--- config.mk ---
export PLATFORM = sky130hd
export DESIGN_NAME = imm_gen_pipe_flat
export DESIGN_NICKNAME = d
export VERILOG_FILES = /design/src/rtl/imm_gen_pkg.sv /design/src/rtl/imm_gen_pipe_if.sv /design/src/rtl/imm_gen_comb.sv /design/src/rtl/imm_gen_pipe.sv /design/src/flat_wrapper.sv
export SDC_FILE = /design/constraint.sdc
export NUM_CORES = 1
export LEC_CHECK = 0
export CAP_MARGIN = 40
export CORE_ASPECT_RATIO = 1.1
export CORE_MARGIN = 1
export CORE_UTILIZATION = 57
export CTS_BUF_LIST = sky130_fd_sc_hd__clkbuf_2 sky130_fd_sc_hd__clkbuf_4 sky130_fd_sc_hd__clkbuf_8
export DETAILED_ROUTE_END_ITERATION = 8
export PLACE_DENSITY_LB_ADDON = 0.12
export RECOVER_POWER = 25
export SLEW_MARGIN = 10
export SYNTH_ARGS = -nofsm -noshare
export SYNTH_HDL_FRONTEND = slang
export SYNTH_SLANG_ARGS = --single-unit
--- constraint.sdc ---
create_clock -name clk -period 5.55 [get_ports clk]
set_clock_uncertainty 0.15 [all_clocks]
set_input_delay 1.11 -clock clk [delete_from_list [all_inputs] [get_ports clk]]
set_output_delay 1.11 -clock clk [all_outputs]
set_load 0.02 [all_outputs]
--- src/rtl/imm_gen_pkg.sv ---
// Shared definitions for the immediate generator: select-code width and
// the immediate-type encodings used by the decode stage.
package imm_gen_pkg;

    localparam int IMM_SEL_W = 3;

    typedef logic [IMM_SEL_W-1:0] imm_sel_t;

    localparam imm_sel_t IMM_I = 3'b000;
    localparam imm_sel_t IMM_S = 3'b001;
    localparam imm_sel_t IMM_B = 3'b010;
    localparam imm_sel_t IMM_J = 3'b011;
    localparam imm_sel_t IMM_U = 3'b100;
    localparam imm_sel_t IMM_Z = 3'b101;

endpackage

--- src/rtl/imm_gen_pipe_if.sv ---
// Request/response bundle between decode and the immediate generator,
// including the illegal-select counter and its clear.
interface imm_gen_pipe_if #(
    parameter int XLEN      = 32,
    parameter int TAG_W     = 8,
    parameter int ERR_CNT_W = 8
) ();
    import imm_gen_pkg::*;

    logic                 in_valid;
    logic                 in_ready;
    logic [31:7]          in_instr;
    imm_sel_t             in_immsrc;
    logic [TAG_W-1:0]     in_tag;
    logic                 out_valid;
    logic                 out_ready;
    logic [XLEN-1:0]      out_immext;
    logic [TAG_W-1:0]     out_tag;
    logic                 out_illegal;
    logic [ERR_CNT_W-1:0] err_cnt;
    logic                 err_clr;

    modport master (
        output in_valid, in_instr, in_immsrc, in_tag, out_ready, err_clr,
        input  in_ready, out_valid, out_immext, out_tag, out_illegal, err_cnt
    );

    modport slave (
        input  in_valid, in_instr, in_immsrc, in_tag, out_ready, err_clr,
        output in_ready, out_valid, out_immext, out_tag, out_illegal, err_cnt
    );

endinterface

--- src/rtl/imm_gen_comb.sv ---
// Pure combinational immediate extraction and sign extension.
// Optional feature: IMM_GEN_ZICSR_EN makes select 101 a legal Z-type (CSR uimm).
module imm_gen_comb
    import imm_gen_pkg::*;
#(
    parameter int XLEN = 32
) (
    input  logic [31:7]     instr_i,
    input  imm_sel_t        immsrc_i,
    output logic [XLEN-1:0] imm_o,
    output logic            illegal_o
);

    logic [31:0] imm32_s;

    // Assemble the 32-bit immediate for the selected format, then replicate bit 31 upward.
    always_comb begin
        imm32_s   = 32'd0;
        illegal_o = 1'b0;
        case (immsrc_i)
            IMM_I: imm32_s = {{20{instr_i[31]}}, instr_i[31:20]};
            IMM_S: imm32_s = {{20{instr_i[31]}}, instr_i[31:25], instr_i[11:7]};
            IMM_B: imm32_s = {{19{instr_i[31]}}, instr_i[31], instr_i[7], instr_i[30:25],
                              instr_i[11:8], 1'b0};
            IMM_J: imm32_s = {{11{instr_i[31]}}, instr_i[31], instr_i[19:12], instr_i[20],
                              instr_i[30:21], 1'b0};
            IMM_U: imm32_s = {instr_i[31:12], 12'd0};
`ifdef IMM_GEN_ZICSR_EN
            // Zero-extended uimm: bit 31 is 0 so the upward replication stays zero.
            IMM_Z: imm32_s = {27'd0, instr_i[19:15]};
`endif
            default: begin
                imm32_s   = 32'd0;
                illegal_o = 1'b1;
            end
        endcase
        imm_o       = {XLEN{imm32_s[31]}};
        imm_o[31:0] = imm32_s;
    end

endmodule

--- src/rtl/imm_gen_pipe.sv ---
// Registered immediate generator with a one-entry skid buffer: one result
// per cycle, one-cycle latency, in_ready driven only from the skid flag.
// Optional feature: IMM_GEN_ZICSR_EN (see imm_gen_comb) enables Z-type select 101.
module imm_gen_pipe
    import imm_gen_pkg::*;
#(
    parameter int XLEN      = 32,
    parameter int TAG_W     = 8,
    parameter int ERR_CNT_W = 8
) (
    input logic           clk,
    input logic           rst_n,
    imm_gen_pipe_if.slave bus
);

    logic [XLEN-1:0]      in_imm_s;
    logic                 in_ill_s;
    logic                 accept_s;
    logic                 out_load_s;

    logic                 out_vld_q,  out_vld_d;
    logic [XLEN-1:0]      out_imm_q,  out_imm_d;
    logic [TAG_W-1:0]     out_tag_q,  out_tag_d;
    logic                 out_ill_q,  out_ill_d;
    logic                 skid_vld_q, skid_vld_d;
    logic [XLEN-1:0]      skid_imm_q, skid_imm_d;
    logic [TAG_W-1:0]     skid_tag_q, skid_tag_d;
    logic                 skid_ill_q, skid_ill_d;
    logic [ERR_CNT_W-1:0] err_cnt_q,  err_cnt_d;

    imm_gen_comb #(.XLEN(XLEN)) u_comb (
        .instr_i   (bus.in_instr),
        .immsrc_i  (bus.in_immsrc),
        .imm_o     (in_imm_s),
        .illegal_o (in_ill_s)
    );

    // Next-state for the output register, skid entry and illegal counter.
    always_comb begin
        out_vld_d  = out_vld_q;
        out_imm_d  = out_imm_q;
        out_tag_d  = out_tag_q;
        out_ill_d  = out_ill_q;
        skid_vld_d = skid_vld_q;
        skid_imm_d = skid_imm_q;
        skid_tag_d = skid_tag_q;
        skid_ill_d = skid_ill_q;
        err_cnt_d  = err_cnt_q;

        accept_s   = bus.in_valid & ~skid_vld_q;
        out_load_s = ~out_vld_q | bus.out_ready;

        if (out_load_s) begin
            if (skid_vld_q) begin
                // Older entry waiting in the skid goes first to keep FIFO order.
                out_vld_d  = 1'b1;
                out_imm_d  = skid_imm_q;
                out_tag_d  = skid_tag_q;
                out_ill_d  = skid_ill_q;
                skid_vld_d = 1'b0;
            end else if (accept_s) begin
                out_vld_d = 1'b1;
                out_imm_d = in_imm_s;
                out_tag_d = bus.in_tag;
                out_ill_d = in_ill_s;
            end else begin
                out_vld_d = 1'b0;
            end
        end else begin
            if (accept_s) begin
                // Output is stalled: park the new request in the skid entry.
                skid_vld_d = 1'b1;
                skid_imm_d = in_imm_s;
                skid_tag_d = bus.in_tag;
                skid_ill_d = in_ill_s;
            end else begin
                skid_vld_d = skid_vld_q;
            end
        end

        if (bus.err_clr) begin
            err_cnt_d = {ERR_CNT_W{1'b0}};
        end else if (accept_s && in_ill_s && !(&err_cnt_q)) begin
            err_cnt_d = err_cnt_q + {{(ERR_CNT_W-1){1'b0}}, 1'b1};
        end else begin
            err_cnt_d = err_cnt_q;
        end
    end

    // State registers; asynchronous reset discards any in-flight results.
    always_ff @(posedge clk or negedge rst_n) begin
        if (!rst_n) begin
            out_vld_q  <= 1'b0;
            out_imm_q  <= {XLEN{1'b0}};
            out_tag_q  <= {TAG_W{1'b0}};
            out_ill_q  <= 1'b0;
            skid_vld_q <= 1'b0;
            skid_imm_q <= {XLEN{1'b0}};
            skid_tag_q <= {TAG_W{1'b0}};
            skid_ill_q <= 1'b0;
            err_cnt_q  <= {ERR_CNT_W{1'b0}};
        end else begin
            out_vld_q  <= out_vld_d;
            out_imm_q  <= out_imm_d;
            out_tag_q  <= out_tag_d;
            out_ill_q  <= out_ill_d;
            skid_vld_q <= skid_vld_d;
            skid_imm_q <= skid_imm_d;
            skid_tag_q <= skid_tag_d;
            skid_ill_q <= skid_ill_d;
            err_cnt_q  <= err_cnt_d;
        end
    end

    assign bus.in_ready    = ~skid_vld_q;
    assign bus.out_valid   = out_vld_q;
    assign bus.out_immext  = out_imm_q;
    assign bus.out_tag     = out_tag_q;
    assign bus.out_illegal = out_ill_q;
    assign bus.err_cnt     = err_cnt_q;

endmodule
--- src/flat_wrapper.sv ---
// flat-port wrapper written by rule: the top's interface ports become plain ports
module imm_gen_pipe_flat import imm_gen_pkg::*;
#(
    parameter int XLEN      = 32,
    parameter int TAG_W     = 8,
    parameter int ERR_CNT_W = 8
)
  (clk, rst_n, bus_in_valid, bus_in_instr, bus_in_immsrc, bus_in_tag, bus_out_ready, bus_err_clr, bus_in_ready, bus_out_valid, bus_out_immext, bus_out_tag, bus_out_illegal, bus_err_cnt);
  imm_gen_pipe_if #(.XLEN(XLEN), .TAG_W(TAG_W), .ERR_CNT_W(ERR_CNT_W)) bus_i ();
  input logic clk;
  input logic rst_n;
  input wire logic [$bits(bus_i.in_valid)-1:0] bus_in_valid;
  input wire logic [$bits(bus_i.in_instr)-1:0] bus_in_instr;
  input wire logic [$bits(bus_i.in_immsrc)-1:0] bus_in_immsrc;
  input wire logic [$bits(bus_i.in_tag)-1:0] bus_in_tag;
  input wire logic [$bits(bus_i.out_ready)-1:0] bus_out_ready;
  input wire logic [$bits(bus_i.err_clr)-1:0] bus_err_clr;
  output wire logic [$bits(bus_i.in_ready)-1:0] bus_in_ready;
  output wire logic [$bits(bus_i.out_valid)-1:0] bus_out_valid;
  output wire logic [$bits(bus_i.out_immext)-1:0] bus_out_immext;
  output wire logic [$bits(bus_i.out_tag)-1:0] bus_out_tag;
  output wire logic [$bits(bus_i.out_illegal)-1:0] bus_out_illegal;
  output wire logic [$bits(bus_i.err_cnt)-1:0] bus_err_cnt;
  assign bus_i.in_valid = bus_in_valid;
  assign bus_i.in_instr = bus_in_instr;
  assign bus_i.in_immsrc = bus_in_immsrc;
  assign bus_i.in_tag = bus_in_tag;
  assign bus_i.out_ready = bus_out_ready;
  assign bus_i.err_clr = bus_err_clr;
  assign bus_in_ready = bus_i.in_ready;
  assign bus_out_valid = bus_i.out_valid;
  assign bus_out_immext = bus_i.out_immext;
  assign bus_out_tag = bus_i.out_tag;
  assign bus_out_illegal = bus_i.out_illegal;
  assign bus_err_cnt = bus_i.err_cnt;
  imm_gen_pipe #(.XLEN(XLEN), .TAG_W(TAG_W), .ERR_CNT_W(ERR_CNT_W)) u_core (.clk(clk), .rst_n(rst_n), .bus(bus_i));
endmodule
==> parameters.txt, run 1 <==
Parameter                              Value

Outcome
  Outcome ... finished, violations left
  Violations in the final reports ... design-rule violations, max-capacitance violations, max-slew violations

STA
  Clock period minus worst slack ... 3760 ps
  Slew headroom ... -0.513
  Total negative slack ... 0 ps
  F_max ... 0.266 GHz
  Final Hold Violating Endpoints ... 0
  Number of endpoints failing setup at the final stage ... 0
  Least-Margin Pin Slew ... ~2300 ps
  Unrepaired setup endpoints after global routing ... no
  Minimum setup slack in the final design ... 1790 ps
  Final Max Tran Viols ... 43
  Final worst path period share ... 0.677
  Smallest hold slack ... 331 ps

Clocking
  Post-CTS Repair Setup Buffers ... 0
  # hold bufs at CTS ... 0
  Number of levels the H-tree was split into ... 3
  Number of gates given a new drive strength after cts ... 0
  Number of clock sinks ... 92
  Root cell of the clock tree ... clkbuf_8
  Clock latency on the worst-skew pair ... 360 ps
  TritonCTS clock tree ... yes
  Register clock-pin slew on the reported worst setup and hold paths ... 90 ps
  Clock tree buffer depth ... 2
  Number of buffers inserted during clock tree synthesis ... 9

Yosys
  Sequential-to-total area share from yosys stat ... 0.541
  Flops & latches, synth ... 92
  Post-synthesis area per instance ... 9.08 µm²
  Summed instance area of the synthesized netlist ... about 4300 µm²
  Predominant post-synthesis flop cell ... dfrtp_1
  Count of cell types in the netlist ... 36
  Net count of the mapped netlist ... a little over 500
  Post-Synthesis Cells ... 468
  Ys async rst share ... 1.00
  Number of synthesized flops with an enable pin ... 0
  Count of warnings emitted by yosys ... 0

Place
  Worst setup slack before clock tree synthesis ... 1780 ps
  Final weighted congestion in routability-driven placement ... about 0.9
  # port buffers ... 91
  Cell area reported after detailed placement ... 5190 µm²
  # placed instances ... 615
  Detail Placement HPWL ... 6880 µm

Finish
  Post-Layout Cell Count ... 631
  Nets ... between 500 and 600
  Area taken by flip-flops and latches ... 2300 µm²
  Area growth from synthesis to layout ... 26.3%
  Multi-input logic area ... 1820 µm²
  Most common cell after layout, fill and taps aside ... nand2_1
  Share of post-route cells with drive strength above 1 ... 0.0476
  Antenna cell count ... 0
  Top library cells by usage in the layout, fill and taps aside ... 101 x nand2_1, 92 x dfrtp_1, 90 x clkdlybuf4s50_1, 46 x a21oi_1, 41 x o21ai_1
  Final instance area ... 5370 µm²
  Number of inserted filler cells in the final layout ... approximately 540

Routing
  DRC violation count after routing ... 8
  Iteration-0 DRC count of the detailed router ... about 310
  Remaining antenna violation count after routing ... 0
  Mean routed wirelength per cell ... 15.9 µm
  Drt pass-1 iters ... 7
  Routed vias ... 3604
  Vias per cell ... approximately 5.7
  Wirelength, routed ... 10100 µm

Worst setup path
  Crit-path max cell delay ... 1580 ps
  Buffering stage count on the worst path with inverters included ... 2
  End of the critical path ... u_core.skid_tag_q[4]$_DFFE_PN0P_
  Crit Path Class ... in2async
  Crit path launch ... rst_n
  Data required time at the worst endpoint ... roughly 5700 ps
  CP Capture Type ... async pin
  Data arrival time at the worst-slack endpoint ... 3890 ps
  CP startpoint kind ... primary input
  Ordered cell list for the critical path ... clkbuf_1, clkbuf_2
  CP top delay family ... buffers and inverters
  Number of logic stages on the critical path including buffering ... 2
  RR Startpoint ... u_core.bus.out_valid$_DFFE_PN0N_
  Critical-path cell with the highest stage delay ... clkbuf_1
  Setup slack of the most critical reg-to-reg path ... between 2000 and 3000 ps
  Worst r2r path cells ... 4
  Capturing point of the worst reg2reg path ... u_core.bus.out_immext[13]$_DFFE_PN0P_
  Critical path fanouts, max ... around 50

Floorplanning
  I/O pins ... 92
  Area of the core region ... around 7100 µm²
  Horizontal extent of the die ... 84.3 µm
  Number of placement rows ... 32
  Total die area ... 7810 µm²
  Starting density of the core ... 0.597
  Vertical die dimension ... 92.6 µm

GRT
  GRT Total Usage ... 0.276
  Vias in the first global route ... 3451
  Overflow left after global routing ... 0
  Antenna violations before repair ... 0
  First-pass GRT wire length ... 16700 µm
  Largest net degree at the start of global routing ... 54

Job
  Number of max-cap violations ... 1

Power
  Power density normalized to cell area ... 321 nW/µm²
  Worst-case vdd ir drop ... 0.223 mV
  Clock network fraction of design power ... 0.248
  Part of the power in registers ... 0.490
  Static leakage ... around 0.0023 µW
  Sw power ... around 560 µW
  Internal power ... 1160 µW
  Combinational cell fraction of total power ... 0.262
  Fraction of power spent switching nets ... 0.325

Min path
  HP Class ... reg2reg
## flip-flops by register name (all words and copies together) (netlist names)
signal,cells
u_core.bus.err_cnt,8
u_core.skid_ill_q,1
u_core.bus.out_illegal,1
u_core.bus.out_valid,1
u_core.skid_imm_q,32
u_core.skid_vld_q,1
u_core.bus.out_tag,8
u_core.bus.out_immext,32
u_core.skid_tag_q,8
## worst min-delay path by stage
stage	from	end	slack [ps]	cells past startpoint
floorplan	u_core.skid_imm_q[11]$_DFFE_PN0P_	u_core.skid_imm_q[11]$_DFFE_PN0P_	290	2
global placement	u_core.skid_imm_q[11]$_DFFE_PN0P_	u_core.skid_imm_q[11]$_DFFE_PN0P_	300	2
detailed placement	u_core.skid_tag_q[4]$_DFFE_PN0P_	u_core.skid_tag_q[4]$_DFFE_PN0P_	310	2
CTS	u_core.skid_tag_q[4]$_DFFE_PN0P_	u_core.skid_tag_q[4]$_DFFE_PN0P_	330	2
global route	u_core.skid_tag_q[5]$_DFFE_PN0P_	u_core.skid_tag_q[5]$_DFFE_PN0P_	370	2
finish	u_core.skid_tag_q[2]$_DFFE_PN0P_	u_core.skid_tag_q[2]$_DFFE_PN0P_	330	2
## Yosys cell counts (all sizes together) (2+ instances only)
cell type | number | area share
clkbuf | 27 | 0.024
o21a | 3 | 0.0053
mux2 | 4 | 0.011
nand2 | 101 | 0.089
o211ai | 10 | 0.018
a21oi | 46 | 0.054
dfrtp | 92 | 0.54
a211oi | 4 | 0.0082
nor2 | 25 | 0.022
mux2i | 16 | 0.038
buf | 6 | 0.0071
nand3 | 18 | 0.021
and2 | 11 | 0.016
xor2 | 2 | 0.0059
nand2b | 8 | 0.012
o31ai | 4 | 0.0071
and4 | 2 | 0.0041
inv | 2 | 0.0018
or3 | 6 | 0.0088
nor2b | 5 | 0.0074
o21ai | 67 | 0.080
## power by group through the flow
stage	sequential [µW]	combinational [µW]	clock, µW
CTS	844	456	433
finish	845	452	427
detailed placement	857	455	0
global route	859	496	459
floorplan	918	173	0
global placement	853	441	0
## stage by stage
stage                util  power [µW]
floorplan               -        1090
global placement    0.725        1290
detailed placement  0.728        1310
CTS                 0.754        1730
global route        0.753        1810
finish              0.753        1720
## layout make-up
type	instances	share of cell area
clock inverters	6	0.00886
flip-flops and latches	92	0.429
inverters	2	0.00140
clock buffers	10	0.0256
repair buffers	95	0.176
well taps	85	0.0198
multi-input cells	341	0.339
## routing by layer
layer / track usage / routed length (µm) / up-vias / share of wire
met5: 0 / 0 / - / 0
met4: 0.105 / 197 / 0 / 0.020
met3: 0.0490 / 580 / 16 / 0.058
met2: 0.451 / 4760 / 123 / 0.47
met1: 0.372 / 4520 / 1712 / 0.45
li1: - / - / 1753 / -
## cell families (layout without fill, tap and decap cells)
logic type      Yosys count  after routing  synth area share
fa+ha+maj                 1              1           0.00294
buf+inv                  35            113            0.0327
flops                    92             92             0.541
compound gates          136            136             0.177
simple gates            182            182             0.192
xor+xnor                  2              2           0.00589
mux                      20             20            0.0483
No activity file was read; power rests on OpenSTA's default activity.
==> run 2, diff against run 1 <==
Settings changed: CORE_UTILIZATION 57 to 47.
Clock period 5.55 ns to 3 ns, I/O delays scaled along.
==> parameters.txt, run 2 (same netlist as run 1, synthesis figures left out) <==
Parameter                              Value

Worst setup path
  CP startpoint kind ... flip-flop
  Critical-path cell with the highest stage delay ... clkdlybuf4s50_1
  Crit Path Class ... reg2out
  Critical path fanouts, max ... 16 (-69%)
  CP Capture Type ... output pin
  Ordered cell list for the critical path ... inv_1, clkdlybuf4s50_1
  Data arrival time at the worst-slack endpoint ... 1630 ps (-2260 ps)
  Data required time at the worst endpoint ... 2250 ps (-3430 ps)
  Crit-path max cell delay ... 600 ps (-980 ps)

Floorplanning
  Vertical die dimension ... 102 µm (+9.9%)
  Starting density of the core ... 0.482 (-0.115)
  Area of the core region ... 8830 µm² (+24%)
  Total die area ... 9430 µm² (+21%)
  I/O pins ... 92 (unchanged)
  Number of placement rows ... 36 (+13%)
  Horizontal extent of the die ... 92.7 µm (+9.9%)

Clocking
  Root cell of the clock tree ... clkbuf_8
  TritonCTS clock tree ... yes
  Post-CTS Repair Setup Buffers ... 0 (unchanged)
  Clock tree buffer depth ... 2 (unchanged)
  Number of gates given a new drive strength after cts ... 0 (unchanged)
  # hold bufs at CTS ... 0 (unchanged)
  Number of levels the H-tree was split into ... 3 (unchanged)
  Number of clock sinks ... 92 (unchanged)
  Clock latency on the worst-skew pair ... 360 ps (about the same)
  Register clock-pin slew on the reported worst setup and hold paths ... 90 ps (about the same)
  Number of buffers inserted during clock tree synthesis ... 9 (unchanged)

Routing
  Mean routed wirelength per cell ... 15.2 µm (-5.0%)
  Drt pass-1 iters ... 4 (-3)
  Remaining antenna violation count after routing ... 0 (unchanged)
  DRC violation count after routing ... 0 (-8)
  Vias per cell ... 5.39 (-5.6%)
  Iteration-0 DRC count of the detailed router ... 206 (-34%)
  Routed vias ... 3617 (+0.36%)
  Wirelength, routed ... 10200 µm (+1.0%)

Finish
  Nets ... 595 (+2.1%)
  Area growth from synthesis to layout ... 29.4%
  Top library cells by usage in the layout, fill and taps aside ... 101 x nand2_1, 91 x dfrtp_1, 90 x clkdlybuf4s50_1, 46 x a21oi_1, 41 x o21ai_1
  Share of post-route cells with drive strength above 1 ... 0.0700 (+0.0224)
  Antenna cell count ... 0 (unchanged)
  Post-Layout Cell Count ... 671 (+6.3%)
  Most common cell after layout, fill and taps aside ... nand2_1
  Multi-input logic area ... 1820 µm² (unchanged)
  Number of inserted filler cells in the final layout ... 797 (+49%)
  Layout Utilization ... 0.623 (-0.130)
  Area taken by flip-flops and latches ... 2300 µm² (about the same)

STA
  Final worst path period share ... 0.792
  Total negative slack ... 0 ps (unchanged)
  F_max ... 0.421 GHz
  Clock period minus worst slack ... 2380 ps
  Slew headroom ... 0.152 (+0.665)
  Number of endpoints failing setup at the final stage ... 0 (unchanged)
  Final Max Tran Viols ... 0 (-100%)
  Least-Margin Pin Slew ... 1270 ps (-997 ps)
  Unrepaired setup endpoints after global routing ... no
  Final Hold Violating Endpoints ... 0 (unchanged)

GRT
  Overflow left after global routing ... 0 (unchanged)
  Antenna violations before repair ... 0 (unchanged)
  GRT Total Usage ... 0.236 (-0.0396)
  Largest net degree at the start of global routing ... 50 (-7.4%)
  First-pass GRT wire length ... 17000 µm (+1.9%)
  Vias in the first global route ... 3492 (+1.2%)

Place
  # placed instances ... 656 (+6.7%)
  Final weighted congestion in routability-driven placement ... 0.899 (-0.79%)
  # port buffers ... 91 (unchanged)
  Detail Placement HPWL ... 7110 µm (+3.4%)

Power
  Total power of the final layout ... 3210 µW (+86%)
  Static leakage ... 0.00237 µW (+2.8%)
  Power density normalized to cell area ... 584 nW/µm² (+82%)
  Worst-case vdd ir drop ... 0.377 mV (+69%)

Min path
  HP Class ... reg2reg

Job
  Number of max-cap violations ... 0 (-1)

Outcome
  Outcome ... finished clean
-- run 2: changes by cell type in the layout (fill, tap and decap cells not counted), sizes merged --
cell      before  now
clkinv         3    2
buf            3   16
bufinv         0    1
inv            4    2
clkinvlp       1    0
clkbuf        12   13
-- run 2: final timing paths --
check	start	endpoint	slack, ps	depth (start not counted)
min in group asynchronous	rst_n	u_core.bus.out_immext[8]$_DFFE_PN0P_	370	1
max	u_core.skid_vld_q$_DFFE_PN0P_	bus_in_ready	620	2
min reg2reg	u_core.skid_imm_q[11]$_DFFE_PN0P_	u_core.skid_imm_q[11]$_DFFE_PN0P_	320	2
min	u_core.skid_imm_q[11]$_DFFE_PN0P_	u_core.skid_imm_q[11]$_DFFE_PN0P_	320	2
max in group asynchronous	rst_n	u_core.bus.out_immext[29]$_DFFE_PN0P_	1490	2
max reg2reg	u_core.skid_vld_q$_DFFE_PN0P_	u_core.bus.out_immext[13]$_DFFE_PN0P_	720	4
-- run 2: power breakdown --
| part | internal (µW) | switching (µW) |
|---|---|---|
| Clock | 406 | 401 |
| Sequential | 1450 | 120 |
| Combinational | 388 | 452 |
| Total | 2240 | 973 |
-- run 2: per-layer routing --
metal	part of all wire	wire (µm)	GRT usage
met1	0.46	4640	0.318
met2	0.47	4730	0.368
met3	0.055	561	0.0548
met4	0.023	233	0.103
met5	0	0	0
-- run 2: cell type report --
class | instances | share of cell area
Clock buffer | 12 | 0.0266
Tap cell | 114 | 0.0259
Multi-Input combinational cell | 341 | 0.331
Timing Repair Buffer | 107 | 0.189
Inverter | 2 | 0.00136
Sequential cell | 92 | 0.419
Clock inverter | 3 | 0.00728
-- run 2: critical path, delay by kind of cell, from the launching register on --
kind	cells	cell delay, ps
DFF	1	540
buffers and inverters	2	720
-- run 2: metrics by stage --
stage,cell area [µm²],hold WS [ps],setup WS (ps)
after floorplan,4250,154,941
after global placement,5320,299,418
after detailed placement,5320,305,377
after CTS,5500,125,605
after global routing,5500,353,505
final,5500,322,624
==> run 3, diff against run 2 <==
Settings changed: CORE_UTILIZATION 47 to 53.
Clock period 3 ns to 2.5 ns, I/O delays scaled along.
==> parameters.txt, run 3 (same netlist as run 1, synthesis figures left out) <==
Parameter                              Value

GRT
  Overflow left after global routing ... 0 (unchanged)
  GRT Total Usage ... 0.269 (+0.0328)
  Largest net degree at the start of global routing ... 64 (+28%)
  First-pass GRT wire length ... 17200 µm (+0.89%)
  Vias in the first global route ... 3592 (+2.9%)
  Antenna violations before repair ... 0 (unchanged)

STA
  Number of endpoints failing setup at the final stage ... 0 (unchanged)
  Unrepaired setup endpoints after global routing ... no
  F_max ... 0.442 GHz
  Slew headroom ... 0.440 (+0.288)
  Smallest hold slack ... 329 ps (+7.55 ps)
  Final Hold Violating Endpoints ... 0 (unchanged)
  Final Max Tran Viols ... 0 (unchanged)
  Total negative slack ... 0 ps (unchanged)
  Final worst path period share ... 0.905
  Least-Margin Pin Slew ... 839 ps (-433 ps)
  Clock period minus worst slack ... about 2300 ps

Worst setup path
  CP Capture Type ... flip-flop
  Data required time at the worst endpoint ... 2630 ps (+380 ps)
  Data arrival time at the worst-slack endpoint ... 2400 ps (+770 ps)
  Worst r2r path cells ... 5 (+1)
  Crit Path Class ... in2reg
  Crit-path max cell delay ... 660 ps (+60 ps)
  CP startpoint kind ... primary input
  Ordered cell list for the critical path ... clkdlybuf4s50_1, buf_4, nor2b_1, a21oi_1, and2_1, o21ai_1
  Critical path fanouts, max ... 14 (-2)
  RR Startpoint ... u_core.bus.err_cnt[0]$_DFFE_PN0P_
  Setup slack of the most critical reg-to-reg path ... 550 ps (-170 ps)
  Critical-path cell with the highest stage delay ... nor2b_1
  Capturing point of the worst reg2reg path ... u_core.bus.err_cnt[6]$_DFFE_PN0P_

Routing
  Routed vias ... 3738 (+3.3%)
  Mean routed wirelength per cell ... 15.8 µm (+4.2%)
  Vias per cell ... 5.56 (+3.2%)
  Drt pass-1 iters ... 8 (+4)
  Wirelength, routed ... 10600 µm (+4.3%)
  Iteration-0 DRC count of the detailed router ... 239 (+16%)
  Remaining antenna violation count after routing ... 0 (unchanged)
  DRC violation count after routing ... 0 (unchanged)

Clocking
  Number of levels the H-tree was split into ... 3 (unchanged)
  Number of gates given a new drive strength after cts ... 0 (unchanged)
  Number of buffers inserted during clock tree synthesis ... 9 (unchanged)
  Clock latency on the worst-skew pair ... 350 ps (about the same)
  TritonCTS clock tree ... yes
  Number of clock sinks ... 92 (unchanged)
  Clock tree buffer depth ... 2 (unchanged)
  Root cell of the clock tree ... clkbuf_8
  Register clock-pin slew on the reported worst setup and hold paths ... 90 ps (about the same)

Floorplanning
  Horizontal extent of the die ... 87.4 µm (-5.7%)
  Starting density of the core ... 0.560 (+0.0780)
  Area of the core region ... 7600 µm² (-14%)
  Number of placement rows ... 33 (-8.3%)
  I/O pins ... 92 (unchanged)
  Vertical die dimension ... 95.9 µm (-5.7%)
  Total die area ... 8380 µm² (-11%)

Place
  # port buffers ... 91 (unchanged)
  Detail Placement HPWL ... 7570 µm (+6.4%)
  Final weighted congestion in routability-driven placement ... 0.917 (+2.0%)
  # placed instances ... 656 (unchanged)

Power
  Power density normalized to cell area ... 720 nW/µm² (+23%)
  Total power of the final layout ... 4050 µW (+26%)
  Static leakage ... 0.00244 µW (+2.8%)
  Worst-case vdd ir drop ... 0.404 mV (+7.1%)

Min path
  Min-Delay Endpoint ... u_core.skid_imm_q[11]$_DFFE_PN0P_
  Hold Startpoint ... u_core.skid_imm_q[11]$_DFFE_PN0P_
  Hold-critical path depth ... 2 (unchanged)
  HP Class ... reg2reg

Finish
  Area taken by flip-flops and latches ... 2300 µm² (unchanged)
  Nets ... 605 (+1.7%)
  Most common cell after layout, fill and taps aside ... nand2_1
  Share of post-route cells with drive strength above 1 ... 0.0847 (+0.0146)
  Multi-input logic area ... 1820 µm² (unchanged)
  Layout Utilization ... 0.741 (+0.118)
  Number of inserted filler cells in the final layout ... 590 (-26%)
  Top library cells by usage in the layout, fill and taps aside ... 101 x nand2_1, 91 x dfrtp_1, 89 x clkdlybuf4s50_1, 46 x a21oi_1, 41 x o21ai_1
  Post-Layout Cell Count ... 672 (+0.15%)
  Area growth from synthesis to layout ... 32.4%
  Antenna cell count ... 0 (unchanged)

Outcome
  Outcome ... finished clean

Job
  Number of max-cap violations ... 0 (unchanged)
run 3: changes by cell type in the layout (fill, tap and decap cells not counted), moves of 2 or more:
cell and delta:
buf_4 +7, clkbuf_4 -3, buf_12 +2, clkinv_2 -2
dlygate4sd3_1 +2
run 3: critical path, delay by kind of cell:
kind,cells,cell delay [ps]
buffers and inverters,2,730
AO/OA/AOI/OAI,2,290
AND/OR/NAND/NOR,2,870
run 3: what timing repair did:
action                                 4_1_cts  5_1_grt
hold buffers                                 1        0
setup buffers                                0        0
endpoints found under the hold margin       29        0
run 3: worst max path at each step:
stage	start	cells after the start	slack, ps	endpoint
6_report	bus_in_immsrc[2]	6	240	u_core.bus.out_immext[25]$_DFFE_PN0P_
4_1_cts	bus_in_immsrc[2]	6	280	u_core.bus.out_immext[25]$_DFFE_PN0P_
3_5_place_dp	bus_in_immsrc[2]	6	-110	u_core.bus.out_immext[25]$_DFFE_PN0P_
3_3_place_gp	bus_in_immsrc[2]	6	40	u_core.bus.out_immext[29]$_DFFE_PN0P_
2_1_floorplan	bus_in_immsrc[1]	5	540	u_core.bus.err_cnt[5]$_DFFE_PN0P_
5_1_grt	bus_in_immsrc[2]	6	140	u_core.bus.out_immext[25]$_DFFE_PN0P_
run 3: layer usage:
layer,up-vias,global-route usage,part of all wire
li1,1788,-,-
met1,1783,0.362,0.44
met2,140,0.424,0.47
met3,27,0.0455,0.060
met4,0,0.131,0.029
met5,-,0,0
run 3: metrics by stage:
stage / setup WS [ps] / instance area (µm²)
6_report: 236 / 5630
5_1_grt: 144 / 5630
4_1_cts: 283 / 5630
3_5_place_dp: -106 / 5400
3_3_place_gp: 35.1 / 5400
2_1_floorplan: 541 / 4250
run 3: final cells by class:
type                            instances  area share
Clock buffer                           10      0.0245
Clock inverter                          5      0.0151
Inverter                                2     0.00133
Multi-Input combinational cell        341       0.324
Sequential cell                        92       0.409
Tap cell                              105      0.0233
Timing Repair Buffer                  117       0.203
run 3: power by group:
part	leakage, µW	internal [µW]	switching [µW]	total [µW]
Clock	0.000109	591	530	1120
Sequential	0.00118	1740	140	1880
Combinational	0.00115	485	568	1050
